## config.mk

```make
export PLATFORM = sky130hd
export DESIGN_NAME = matrix_scan_bank_flat
export DESIGN_NICKNAME = d
export VERILOG_FILES = /design/src/rtl/matrix_scan_bank_if.sv /design/src/rtl/matrix_scan_bank.sv /design/src/flat_wrapper.sv
export SDC_FILE = /design/constraint.sdc
export NUM_CORES = 1
export LEC_CHECK = 0
export ABC_AREA = 0
export CORE_MARGIN = 4
export CORE_UTILIZATION = 47
export DETAILED_ROUTE_END_ITERATION = 8
export PLACE_DENSITY = 0.81
export SLEW_MARGIN = 20
export SYNTH_ARGS = -nofsm -noshare
export SYNTH_HDL_FRONTEND = slang
export SYNTH_SLANG_ARGS = --single-unit
```

## constraint.sdc

```tcl
create_clock -name clk -period 2.1 [get_ports clk]
set_input_delay 0.42 -clock clk [delete_from_list [all_inputs] [get_ports clk]]
set_output_delay 0.42 -clock clk [all_outputs]
set_load 0.01 [all_outputs]
```

## src/rtl/matrix_scan_bank_if.sv

```systemverilog
// matrix_scan_bank_if
//   Bus bundle between a frame source and the matrix_scan_bank row scanner.
//   Parameters NCOLS / NROWS must match the scanner instance.
//   Signals:
//     en         scan enable (source -> scanner)
//     load       1-cycle strobe capturing frame_in (source -> scanner)
//     frame_in   NCOLS*NROWS pixels, pixel (c,r) at bit c*NROWS+r
//     row_sel    one-hot active row strobe (scanner -> panel)
//     col_out    column bits of the active row (scanner -> panel)
//     row_idx    index of the row currently scanned
//     frame_done 1-cycle pulse on each wrap to row 0
//   Modports: master = frame source / testbench, slave = scanner.
interface matrix_scan_bank_if #(
  parameter int NCOLS = 5,
  parameter int NROWS = 7
);
  localparam int RowW = (NROWS > 1) ? $clog2(NROWS) : 1;

  logic                     en;
  logic                     load;
  logic [NCOLS*NROWS-1:0]   frame_in;
  logic [NROWS-1:0]         row_sel;
  logic [NCOLS-1:0]         col_out;
  logic [RowW-1:0]          row_idx;
  logic                     frame_done;

  modport master (
    output en, load, frame_in,
    input  row_sel, col_out, row_idx, frame_done
  );

  modport slave (
    input  en, load, frame_in,
    output row_sel, col_out, row_idx, frame_done
  );
endinterface

```

## src/rtl/matrix_scan_bank.sv

```systemverilog
// matrix_scan_bank
//   Time-multiplexed row scanner for the dot-matrix panel. A full NCOLS x NROWS
//   frame is held in a double buffer (active + shadow); one row at a time is
//   driven out as a one-hot row strobe plus its column bits. New frames are
//   only promoted to the active buffer at the wrap to row 0, so the panel never
//   shows a torn frame.
//   Ports:
//     clk    single clock, rising edge
//     reset  synchronous, active-high, overrides every other input
//     bus    matrix_scan_bank_if.slave (en, load, frame_in in;
//            row_sel, col_out, row_idx, frame_done out, all registered)
//   Optional build macro: SCAN_BLANKING_EN
//     Defined   -> a BLANK state of BLANK_CYCLES cycles follows every row,
//                  including NROWS-1 -> 0; frame_done marks entry to row 0.
//     Undefined -> rows are back-to-back, BLANK_CYCLES is unused.
module matrix_scan_bank #(
  parameter int NCOLS        = 5,
  parameter int NROWS        = 7,
  parameter int DWELL        = 4,
  parameter int BLANK_CYCLES = 2
) (
  input  logic               clk,
  input  logic               reset,
  matrix_scan_bank_if.slave  bus
);
  localparam int RowW   = (NROWS > 1) ? $clog2(NROWS) : 1;
  localparam int DwellW = (DWELL > 0) ? $clog2(DWELL + 1) : 1;
  localparam int FrameW = NCOLS * NROWS;
  localparam bit ParamsOk = (NROWS >= 2) && (DWELL >= 1) && (BLANK_CYCLES >= 1);

  typedef enum logic [1:0] {
    IDLE  = 2'd0,
    SHOW  = 2'd1,
    BLANK = 2'd2
  } stateT;

  stateT              stateReg, stateNext;
  logic [RowW-1:0]    rowReg, rowNext;
  logic [DwellW-1:0]  dwellReg, dwellNext;
  logic [FrameW-1:0]  activeReg, activeNext;
  logic [FrameW-1:0]  shadowReg, shadowNext;
  logic               pendingReg, pendingNext;
  logic [NROWS-1:0]   rowSelReg, rowSelNext;
  logic [NCOLS-1:0]   colOutReg, colOutNext;
  logic               frameDoneReg, frameDoneNext;
  logic               wrap;          // this edge moves row NROWS-1 -> 0
  logic               lastRow;
  logic [RowW-1:0]    rowInc;
  logic [NCOLS-1:0]   colPick;       // column bits of rowNext in activeNext

`ifdef SCAN_BLANKING_EN
  localparam int BlankW = $clog2(BLANK_CYCLES + 1);
  logic [BlankW-1:0]  blankReg, blankNext;
`endif

  assign lastRow = (rowReg == RowW'(NROWS - 1));
  assign rowInc  = rowReg + RowW'(1);

  // Outputs come straight from registers: no input-to-output path.
  assign bus.row_sel    = rowSelReg;
  assign bus.col_out    = colOutReg;
  assign bus.row_idx    = rowReg;
  assign bus.frame_done = frameDoneReg;

  // ---------------------------------------------------------------------------
  // State register (also registers the buffers and output values)
  // ---------------------------------------------------------------------------
  always_ff @(posedge clk) begin
    if (reset) begin
      stateReg     <= IDLE;
      rowReg       <= '0;
      dwellReg     <= '0;
      activeReg    <= '0;
      shadowReg    <= '0;
      pendingReg   <= 1'b0;
      rowSelReg    <= '0;
      colOutReg    <= '0;
      frameDoneReg <= 1'b0;
`ifdef SCAN_BLANKING_EN
      blankReg     <= '0;
`endif
    end else begin
      stateReg     <= stateNext;
      rowReg       <= rowNext;
      dwellReg     <= dwellNext;
      activeReg    <= activeNext;
      shadowReg    <= shadowNext;
      pendingReg   <= pendingNext;
      rowSelReg    <= rowSelNext;
      colOutReg    <= colOutNext;
      frameDoneReg <= frameDoneNext;
`ifdef SCAN_BLANKING_EN
      blankReg     <= blankNext;
`endif
    end
  end

  // Parameter legality guard; has no hardware cost.
  always_ff @(posedge clk) begin
    if (!reset) begin
      assert (ParamsOk);
    end
  end

  // ---------------------------------------------------------------------------
  // Next-state logic: scan position and frame buffers
  // ---------------------------------------------------------------------------
  always_comb begin
    stateNext = stateReg;
    rowNext   = rowReg;
    dwellNext = dwellReg;
    wrap      = 1'b0;
`ifdef SCAN_BLANKING_EN
    blankNext = blankReg;
`endif

    if (!bus.en) begin
      stateNext = IDLE;
      rowNext   = '0;
      dwellNext = '0;
`ifdef SCAN_BLANKING_EN
      blankNext = '0;
`endif
    end else begin
      case (stateReg)
        IDLE: begin
          stateNext = SHOW;
          rowNext   = '0;
          dwellNext = '0;
        end
        SHOW: begin
          if (dwellReg == DwellW'(DWELL - 1)) begin
            dwellNext = '0;
`ifdef SCAN_BLANKING_EN
            // Row index holds through the blank; it advances on re-entry to SHOW.
            stateNext = BLANK;
            blankNext = '0;
`else
            if (lastRow) begin
              rowNext = '0;
              wrap    = 1'b1;
            end else begin
              rowNext = rowInc;
            end
`endif
          end else begin
            dwellNext = dwellReg + DwellW'(1);
          end
        end
`ifdef SCAN_BLANKING_EN
        BLANK: begin
          if (blankReg == BlankW'(BLANK_CYCLES - 1)) begin
            stateNext = SHOW;
            blankNext = '0;
            dwellNext = '0;
            if (lastRow) begin
              rowNext = '0;
              wrap    = 1'b1;
            end else begin
              rowNext = rowInc;
            end
          end else begin
            blankNext = blankReg + BlankW'(1);
          end
        end
`endif
        default: begin
          stateNext = IDLE;
          rowNext   = '0;
          dwellNext = '0;
        end
      endcase
    end

    // Double buffer: a pending shadow frame is promoted only at the wrap.
    activeNext  = activeReg;
    shadowNext  = shadowReg;
    pendingNext = pendingReg;
    if (wrap && pendingReg) begin
      activeNext  = shadowReg;
      pendingNext = 1'b0;
    end
    if (bus.load) begin
      shadowNext = bus.frame_in;
      // Nothing is on screen in IDLE, and at the wrap the new frame starts
      // from row 0 anyway, so both cases can write active without tearing.
      if (stateReg == IDLE || wrap) begin
        activeNext  = bus.frame_in;
        pendingNext = 1'b0;
      end else begin
        pendingNext = 1'b1;
      end
    end
  end

  // Pick each column's pixel for the row being shown after this edge.
  generate
    for (genvar gi = 0; gi < NCOLS; gi++) begin : gCol
      logic [NROWS-1:0] colPixels;
      assign colPixels   = activeNext[gi*NROWS +: NROWS];
      assign colPick[gi] = colPixels[rowNext];
    end
  endgenerate

  // ---------------------------------------------------------------------------
  // Output logic: values that the registers will hold after this edge
  // ---------------------------------------------------------------------------
  always_comb begin
    rowSelNext    = '0;
    colOutNext    = '0;
    frameDoneNext = wrap;
    if (stateNext == SHOW) begin
      rowSelNext = {{(NROWS-1){1'b0}}, 1'b1} << rowNext;
      colOutNext = colPick;
    end
  end

endmodule
```

## src/flat_wrapper.sv

```systemverilog
// flat-port wrapper written by rule: the top's interface ports become plain ports
module matrix_scan_bank_flat 
#(
  parameter int NCOLS        = 5,
  parameter int NROWS        = 7,
  parameter int DWELL        = 4,
  parameter int BLANK_CYCLES = 2
)
  (clk, reset, bus_en, bus_load, bus_frame_in, bus_row_sel, bus_col_out, bus_row_idx, bus_frame_done);
  matrix_scan_bank_if #(.NCOLS(NCOLS), .NROWS(NROWS)) bus_i ();
  input  logic clk;
  input  logic reset;
  input wire logic [$bits(bus_i.en)-1:0] bus_en;
  input wire logic [$bits(bus_i.load)-1:0] bus_load;
  input wire logic [$bits(bus_i.frame_in)-1:0] bus_frame_in;
  output wire logic [$bits(bus_i.row_sel)-1:0] bus_row_sel;
  output wire logic [$bits(bus_i.col_out)-1:0] bus_col_out;
  output wire logic [$bits(bus_i.row_idx)-1:0] bus_row_idx;
  output wire logic [$bits(bus_i.frame_done)-1:0] bus_frame_done;
  assign bus_i.en = bus_en;
  assign bus_i.load = bus_load;
  assign bus_i.frame_in = bus_frame_in;
  assign bus_row_sel = bus_i.row_sel;
  assign bus_col_out = bus_i.col_out;
  assign bus_row_idx = bus_i.row_idx;
  assign bus_frame_done = bus_i.frame_done;
  matrix_scan_bank #(.NCOLS(NCOLS), .NROWS(NROWS), .DWELL(DWELL), .BLANK_CYCLES(BLANK_CYCLES)) u_core (.clk(clk), .reset(reset), .bus(bus_i));
endmodule
```

==> results.txt, run 1 <==
The number of diodes came out at 0. Static timing analysis puts the maximum clock frequency at 0.438 GHz. The end-of-flow core utilization came out at 0.690. Hold is met by 0.444 ns. The standby leakage power is around 2.3 nW.

Sorting the synthesized cells by area gives the leading types as sky130_fd_sc_hd__dfxtp_1 47%, sky130_fd_sc_hd__mux2i_1 11%, sky130_fd_sc_hd__nor2_1 9.7%, sky130_fd_sc_hd__nand2_1 6.5%, sky130_fd_sc_hd__a31o_2 3.6%. The number of design-rule violations left by the first detailed-router iteration came out at 340. The most common cell in the synthesized netlist is sky130_fd_sc_hd__nor2_1. The core region is around 0.0079 mm2.

Setup repair after global routing could not meet its margin everywhere. The worst pin sits at a relative slew slack of 0.509. The worst reg2reg path depth is 10. Buffers placed on the I/O ports in this run total 54. The buffer depth of the longest clock path is 2. Summing all flip-flop and latch instances after layout gives approximately 0.0018 mm2.

The clock latency on the worst-skew pair is 0.36 ns. STA classifies the critical path endpoint as a register. The largest voltage drop on the vdd net is about 310 uV.

The data arrival at the endpoint of the critical path came out at between 2 and 3 ns. After clock tree synthesis, the clock-pin slew on the worst setup and hold paths is 0.08 ns. The CTS tree is yes. The placed wire-length estimate after detailed placement is ~6800 um. The vias after detailed routing came out at roughly 3.6k. The largest clock skew in the final design came out at around 0.012 ns.

The worst setup path is launched from a register. The number of nets with antenna violations after detailed routing came out at 0. The routed length per instance is 16.9 um. The most used flip-flop cell after synthesis is sky130_fd_sc_hd__dfxtp_1. The share of flip-flops with an asynchronous set or reset is 0. The number of library cell types mapped by synthesis came out at 47.

The number of maximum-capacitance violations came out at 0. The synthesized area is between 0.003 and 0.004 mm2. The hold-critical path depth came out at 3. The number of global-route vias before repair is about 3.7k. The final-report setup violation count came out at 5.

The class of the most critical setup path is register to register. The hold violation count in the final report came to 0. The area of the multi-input gates came out at just over 0.002 mm2.

The initial core utilization is 0.492. The routed design could run at a clock period as short as about 2.3 ns. After detailed routing, the number of remaining DRC violations is 0.

The flip-flop and latch count after synthesis came out at 92. The die area came out at about 0.0098 mm2. In this run, synthesis inferred 0 flip-flops with an integrated enable. In this run the worst path has a maximum fanout of 5. The number of clock sinks seen by CTS came out at between 90 and 100. Counting the buffers created by CTS gives 9. The setup slack of the critical path after layout came out at -0.185 ns. The initial antenna violation count is 0. In the synthesized netlist, the cells that appear most often are 100 x sky130_fd_sc_hd__nor2_1, 92 x sky130_fd_sc_hd__dfxtp_1, 67 x sky130_fd_sc_hd__nand2_1, 41 x sky130_fd_sc_hd__mux2i_1, 16 x sky130_fd_sc_hd__a31o_2.

The cell area power density is 635 mW/mm2. The share of synthesized area in the top cell type comes to 0.475. The synthesis warning total came out at 0. From bottom edge to top edge, the die measures 98.8 um. Dividing the final minimum period by the clock period gives 1.09. The die width is about 100 um. The pin count of the biggest net entering global routing came out at 72.

The overall fraction of global-route tracks in use came out at 0.225. The net count of the finished layout is approximately 590. The tightest min-delay check is of the input pin to register type. From synthesis to final layout, the design area changed by 40.3%. The fraction of final layout cells with drive strength greater than 1 came out at 0.259. The cell count after synthesis is between 400 and 500. The CTS H-tree depth came out at 3.

The tree is rooted in a sky130_fd_sc_hd__clkbuf_8. The total global routing overflow came out at 0. The average instance in the mapped netlist occupies 8.80 um2. After filler insertion, the fill cell instance count of the layout stands at around 580. The per-cell via count in the routed design came out at between 5 and 6.

The weighted congestion reported at the end of routability-driven placement is about 0.87. The global-route wire length before repair is around 18000 um. The final reports fail on setup timing. The proportion of synthesized chip area in sequential cells came out at 0.475. The largest total area in the synthesized netlist belongs to sky130_fd_sc_hd__dfxtp_1. The length of the first detailed-routing pass in iterations is 5.

The data required time of the critical path came out at 2.34 ns. The total count of max-transition violations in the final report is 0. The total routed wirelength is roughly 11000 um. Pin placement for this block handled 55 I/O pins. Synthesis produced a netlist with a net count of roughly 480.

The run finished, with violations left. The slew at the pin closest to its max-slew limit came out at 0.737 ns. The floorplan has 32 rows.
## registers in the layout (all words and copies together), names as in the netlist
signal                 count
u_core.activeReg          35
u_core.bus.col_out         5
u_core.bus.frame_done      1
u_core.bus.row_idx         3
u_core.bus.row_sel         7
u_core.dwellReg            3
u_core.pendingReg          1
u_core.shadowReg          35
u_core.stateReg            2
## final timing paths
kind                      endpoint                 from  slack [ns]
max          u_core.bus.col_out[1]   u_core.dwellReg[0]       -0.19
min             u_core.stateReg[0]                reset        0.44
max reg2reg  u_core.bus.col_out[1]   u_core.dwellReg[0]       -0.19
min reg2reg    u_core.shadowReg[3]  u_core.shadowReg[3]        0.50
## worst max-delay path, stage by stage (launching register included)
cell and delay, ns:
sky130_fd_sc_hd__dfxtp_2 0.36, sky130_fd_sc_hd__ha_4 0.13, sky130_fd_sc_hd__ha_4 0.15, sky130_fd_sc_hd__and4b_4 0.28, sky130_fd_sc_hd__buf_12 0.12, sky130_fd_sc_hd__nand3_4 0.09, sky130_fd_sc_hd__buf_12 0.15, sky130_fd_sc_hd__mux2i_2 0.23
sky130_fd_sc_hd__a21oi_1 0.11, sky130_fd_sc_hd__a221o_1 0.27, sky130_fd_sc_hd__a211o_1 0.29
## power breakdown
part           switching (mW)  internal [mW]
Clock                   0.634          0.465
Combinational           0.219          0.257
Sequential             0.0444           1.83
## metal layers
metal	vias to the layer above	part of all wire	global-route usage
met5	-	0	0
met4	0	0.043	0.131
met3	49	0.058	0.0396
met2	162	0.48	0.386
met1	1700	0.42	0.262
li1	1716	-	-
## area by class of cell
type	instances	area share
Timing Repair Buffer	127	0.230
Inverter	6	0.00414
Sequential cell	92	0.339
Clock buffer	11	0.0260
Multi-Input combinational cell	311	0.371
Tap cell	102	0.0235
Clock inverter	5	0.00667
## metrics by stage
stage	setup TNS (ns)	total power, mW	area, um2	std cells	setup slack [ns]
6_report	-0.439	3.45	5440	654	-0.185
5_1_grt	-0.800	3.57	5440	654	-0.272
4_1_cts	-0.328	3.43	5360	653	-0.0833
3_5_place_dp	-2.25	2.32	4900	625	-0.367
3_3_place_gp	-1.43	2.30	4900	625	-0.287
2_1_floorplan	0	2.14	3910	441	0.00270
## cells by family (layout without fill, tap and decap cells)
group / Yosys count / in the layout / share of synthesized area
AOI/OAI and AO/OA: 69 / 69 / 0.137
and+or+nand+nor: 198 / 198 / 0.221
other: 1 / 1 / 0.000967
DFF: 92 / 92 / 0.475
muxes: 41 / 41 / 0.106
adders and majority gates: 2 / 2 / 0.00645
buffers and inverters: 38 / 149 / 0.0532
## placed cells by master (no fill, tap or decap), types with 5 or more instances in the layout
cell type                         count
sky130_fd_sc_hd__nor3_1               5
sky130_fd_sc_hd__nand2_1             62
sky130_fd_sc_hd__nor2_1              96
sky130_fd_sc_hd__buf_4               57
sky130_fd_sc_hd__buf_12               8
sky130_fd_sc_hd__dfxtp_1             90
sky130_fd_sc_hd__a31o_2              16
sky130_fd_sc_hd__mux2i_1             38
sky130_fd_sc_hd__inv_1                6
sky130_fd_sc_hd__clkdlybuf4s50_1     52
sky130_fd_sc_hd__a211o_1              5
sky130_fd_sc_hd__clkbuf_8            10
## what timing repair did
action                                  4_1_cts  5_1_grt
endpoints found under the setup margin        5        8
pin swaps                                    12        8
setup buffers                                11        1
cloned                                        2        0
hold buffers                                  0        0
gates resized for setup                      30       15
No activity file was read; power rests on OpenSTA's default activity.
==> run 2: changes to the inputs <==
Settings changed: CORE_UTILIZATION 47 to 49, PLACE_DENSITY 0.81 to 0.84.
==> results.txt, run 2 (synthesized netlist as in run 1, its figures left out) <==
The overall power consumption came out at 3.59 mW (+4.0%). The number of filler cells placed in the layout came out at 563 (-2.8%). The number of buffers inserted for hold repair after clock tree synthesis was 0 (unchanged). The placed wire-length estimate after detailed placement was 6750 um (-0.58%). The die area is 0.00940 mm2 (-3.8%). The number of global-route vias before repair came to 3409 (-7.9%).

The final net count came out at 574 (-2.4%). The post-detailed-placement cell area is 0.00480 mm2 (-1.9%). The initial antenna violation count came out at 0 (unchanged). The flow ran to the end, but the final reports show violations. The fraction of final layout cells with drive strength greater than 1 is 0.212 (-0.0472).

The number of clock sinks seen by CTS came to 92 (unchanged). The largest clock skew in the final design came to 0.00814 ns (-0.00430 ns). The most common cell after layout, fill and taps aside is sky130_fd_sc_hd__nor2_1. The tightest min-delay check is of the input pin to register type. The critical path goes through ha_4, ha_4, and4b_4, nand3_4, clkbuf_16, buf_4, nand2_1, a31o_1, o22ai_1, a211o_1.

The total routed wirelength is 10200 um (-7.3%). The CTS H-tree depth came to 3 (unchanged). The total count of max-transition violations in the final report is 0 (unchanged).

The final reports fail on setup timing. The area growth from synthesis to layout came out at 34.2%. The post-placement setup slack is -0.357 ns (+0.0104 ns).

The number of design-rule violations left by the first detailed-router iteration came out at 324 (-4.7%). The setup slack of the critical path after layout is -0.0753 ns (+0.110 ns). The cell with the biggest individual delay on the critical path is sky130_fd_sc_hd__dfxtp_2. The count of buffers from port buffering is 54 (unchanged). In this run the clock root is driven by a sky130_fd_sc_hd__clkbuf_8. In the layout the commonest cells are 99 x sky130_fd_sc_hd__nor2_1, 90 x sky130_fd_sc_hd__dfxtp_1, 65 x sky130_fd_sc_hd__nand2_1, 52 x sky130_fd_sc_hd__clkdlybuf4s50_1, 48 x sky130_fd_sc_hd__buf_4. The reg-to-reg setup timing slack is -0.08 ns (+0.11 ns).

The die width came to 97.0 um (-1.9%). The die height came out at 97.0 um (-1.9%). For hold timing, the worst endpoint is u_core.stateReg[0]. The area of the multi-input gates came out at 0.00196 mm2 (-2.8%). The highest net fanout along the worst path came to 6 (+1). The slew at the pin closest to its max-slew limit came out at 0.726 ns (-0.0106 ns).

The achievable clock frequency is 0.460 GHz (+5.1%). The final cell count without fillers came out at 640 (-2.1%). The launch point of the worst reg-to-reg path is u_core.dwellReg[0]. The weighted congestion reported at the end of routability-driven placement came to 0.853 (-1.8%). The number of placed cells counting well taps came out at 616 (-1.4%). TritonCTS built the clock tree.

The cell area power density came out at 690 mW/mm2 (+8.7%). The ratio of final minimum period to clock period came out at 1.04 (-0.0524). The total CTS buffers came out at 9 (unchanged). The class of the most critical setup path is register to register. The worst register-to-register path ends at u_core.bus.col_out[3]. The number of maximum-capacitance violations came to 0 (unchanged). The register cell area after layout is 0.00184 mm2 (unchanged).

The cell row count came out at 32 (unchanged). The buffer depth of the longest clock path came out at 2 (unchanged). The per-cell via count in the routed design is 5.59 (+0.75%). The global-route wire length before repair was 16600 um (-6.4%). The worst slack on hold paths came to 0.314 ns (-0.130 ns). The number of diodes is 0 (unchanged). The hold violation count in the final report is 0 (unchanged). The end-of-flow core utilization is 0.674 (-0.0160).

The data arrival at the endpoint of the critical path came out at 2.43 ns (-0.10 ns). The clock-pin slew of the registers on the worst-case setup and hold paths is 0.09 ns (about the same). The length of the first detailed-routing pass in iterations came out at 5 (unchanged). The standby leakage power is 2.20 nW (-4.4%). The worst reg2reg path depth came out at 10 (unchanged).

The hold-critical path depth is 2 (-1). The routed length per instance came to 16.0 um (-5.3%). The residual DRC count was 0 (unchanged). The number of nets with antenna violations after detailed routing came out at 0 (unchanged). The nature of the critical path endpoint is a register.

The biggest cell delay along the critical path came out at 0.35 ns (about the same). The worst setup path is launched from a register. The clock period minus final worst setup slack was 2.18 ns (-0.110 ns).

The core footprint is 0.00773 mm2 (-2.0%). In this design, the largest share of critical-path delay is due to compound AO/OA/AOI/OAI gates. The top-level I/O count is 55 (unchanged). The tightest slew margin relative to the limit is 0.516 (+0.00705). The cell with the most instances on the worst path is sky130_fd_sc_hd__ha_4. The initial core utilization is 0.502 (+0.0102).

The worst path buffer plus inverter count was 2 (unchanged). The clock latency on the worst-skew pair came out at 0.36 ns (about the same). The final-report setup violation count came out at 4 (-1). The first element of the critical path is u_core.dwellReg[0]. The data required time of the critical path is 2.36 ns (+0.02 ns). Setup repair after global routing could not meet its margin everywhere. The pin count of the biggest net entering global routing came out at 72 (unchanged). The total global routing overflow is 0 (unchanged). The largest voltage drop on the vdd net came out at 458 uV (+49%). The vias after detailed routing came to 3576 (-1.4%). The post-route standard cell area excluding fillers is 0.00521 mm2 (-4.3%). The total negative slack is -0.141 ns (+0.298 ns).

The worst hold path begins at reset. The overall fraction of global-route tracks in use came out at 0.217 (-0.00825).
==> run 2: cell count changes in the layout (fill, tap and decap cells not counted), sizes merged <==
cell and delta:
a21oi +1, and3 +1, buf -17, bufinv +2, clkbuf +1, clkinv +2, clkinvlp -3, inv -1
==> run 2: how the worst max path moves through the flow <==
| stage | endpoint | slack (ns) | cells past startpoint |
|---|---|---|---|
| after global routing | u_core.bus.col_out[3] | -0.17 | 10 |
| after floorplan | u_core.bus.col_out[1] | 0.003 | 10 |
| after detailed placement | u_core.bus.col_out[4] | -0.36 | 7 |
| after CTS | u_core.bus.col_out[3] | -0.06 | 8 |
| after global placement | u_core.bus.col_out[0] | -0.31 | 7 |
| final | u_core.bus.col_out[3] | -0.08 | 10 |
==> run 2: routing by layer <==
metal  wire length [um]  vias up  global-route usage
met4                337        0               0.103
met3                565       34              0.0476
met5                  0        -                   0
met1               4430     1707               0.277
li1                   -     1697                   -
met2               4920      138               0.348
==> run 2: worst register-to-register path, cell delays in order, from the launching register on <==
cell                        delay (ns)
sky130_fd_sc_hd__dfxtp_2          0.35
sky130_fd_sc_hd__ha_4             0.13
sky130_fd_sc_hd__ha_4             0.15
sky130_fd_sc_hd__and4b_4          0.31
sky130_fd_sc_hd__nand3_4          0.15
sky130_fd_sc_hd__clkbuf_16        0.19
sky130_fd_sc_hd__buf_4            0.13
sky130_fd_sc_hd__nand2_1          0.08
sky130_fd_sc_hd__a31o_1           0.19
sky130_fd_sc_hd__o22ai_1          0.10
sky130_fd_sc_hd__a211o_1          0.29
==> run 2: cell type report <==
class | instances | share of cell area
clock buffer | 11 | 0.0272
clock inverter | 5 | 0.0144
inverter | 6 | 0.00433
multi-input combinational | 313 | 0.376
sequential | 92 | 0.354
tap | 102 | 0.0245
timing repair buffer | 111 | 0.199
==> run 2: what timing repair did <==
action                                 in CTS  in global routing
gates resized for setup                    13                 11
buffers inserted                            2                  3
pin swaps                                   5                  9
gates cloned                                2                  1
setup endpoints to repair                   6                  8
endpoints found under the hold margin       0                  0
==> run 2: power by group <==
group          switching [mW]  total [mW]  internal [mW]
clock network           0.604        1.30          0.698
logic                   0.199       0.414          0.215
registers              0.0425        1.88           1.83
total                   0.845        3.59           2.75
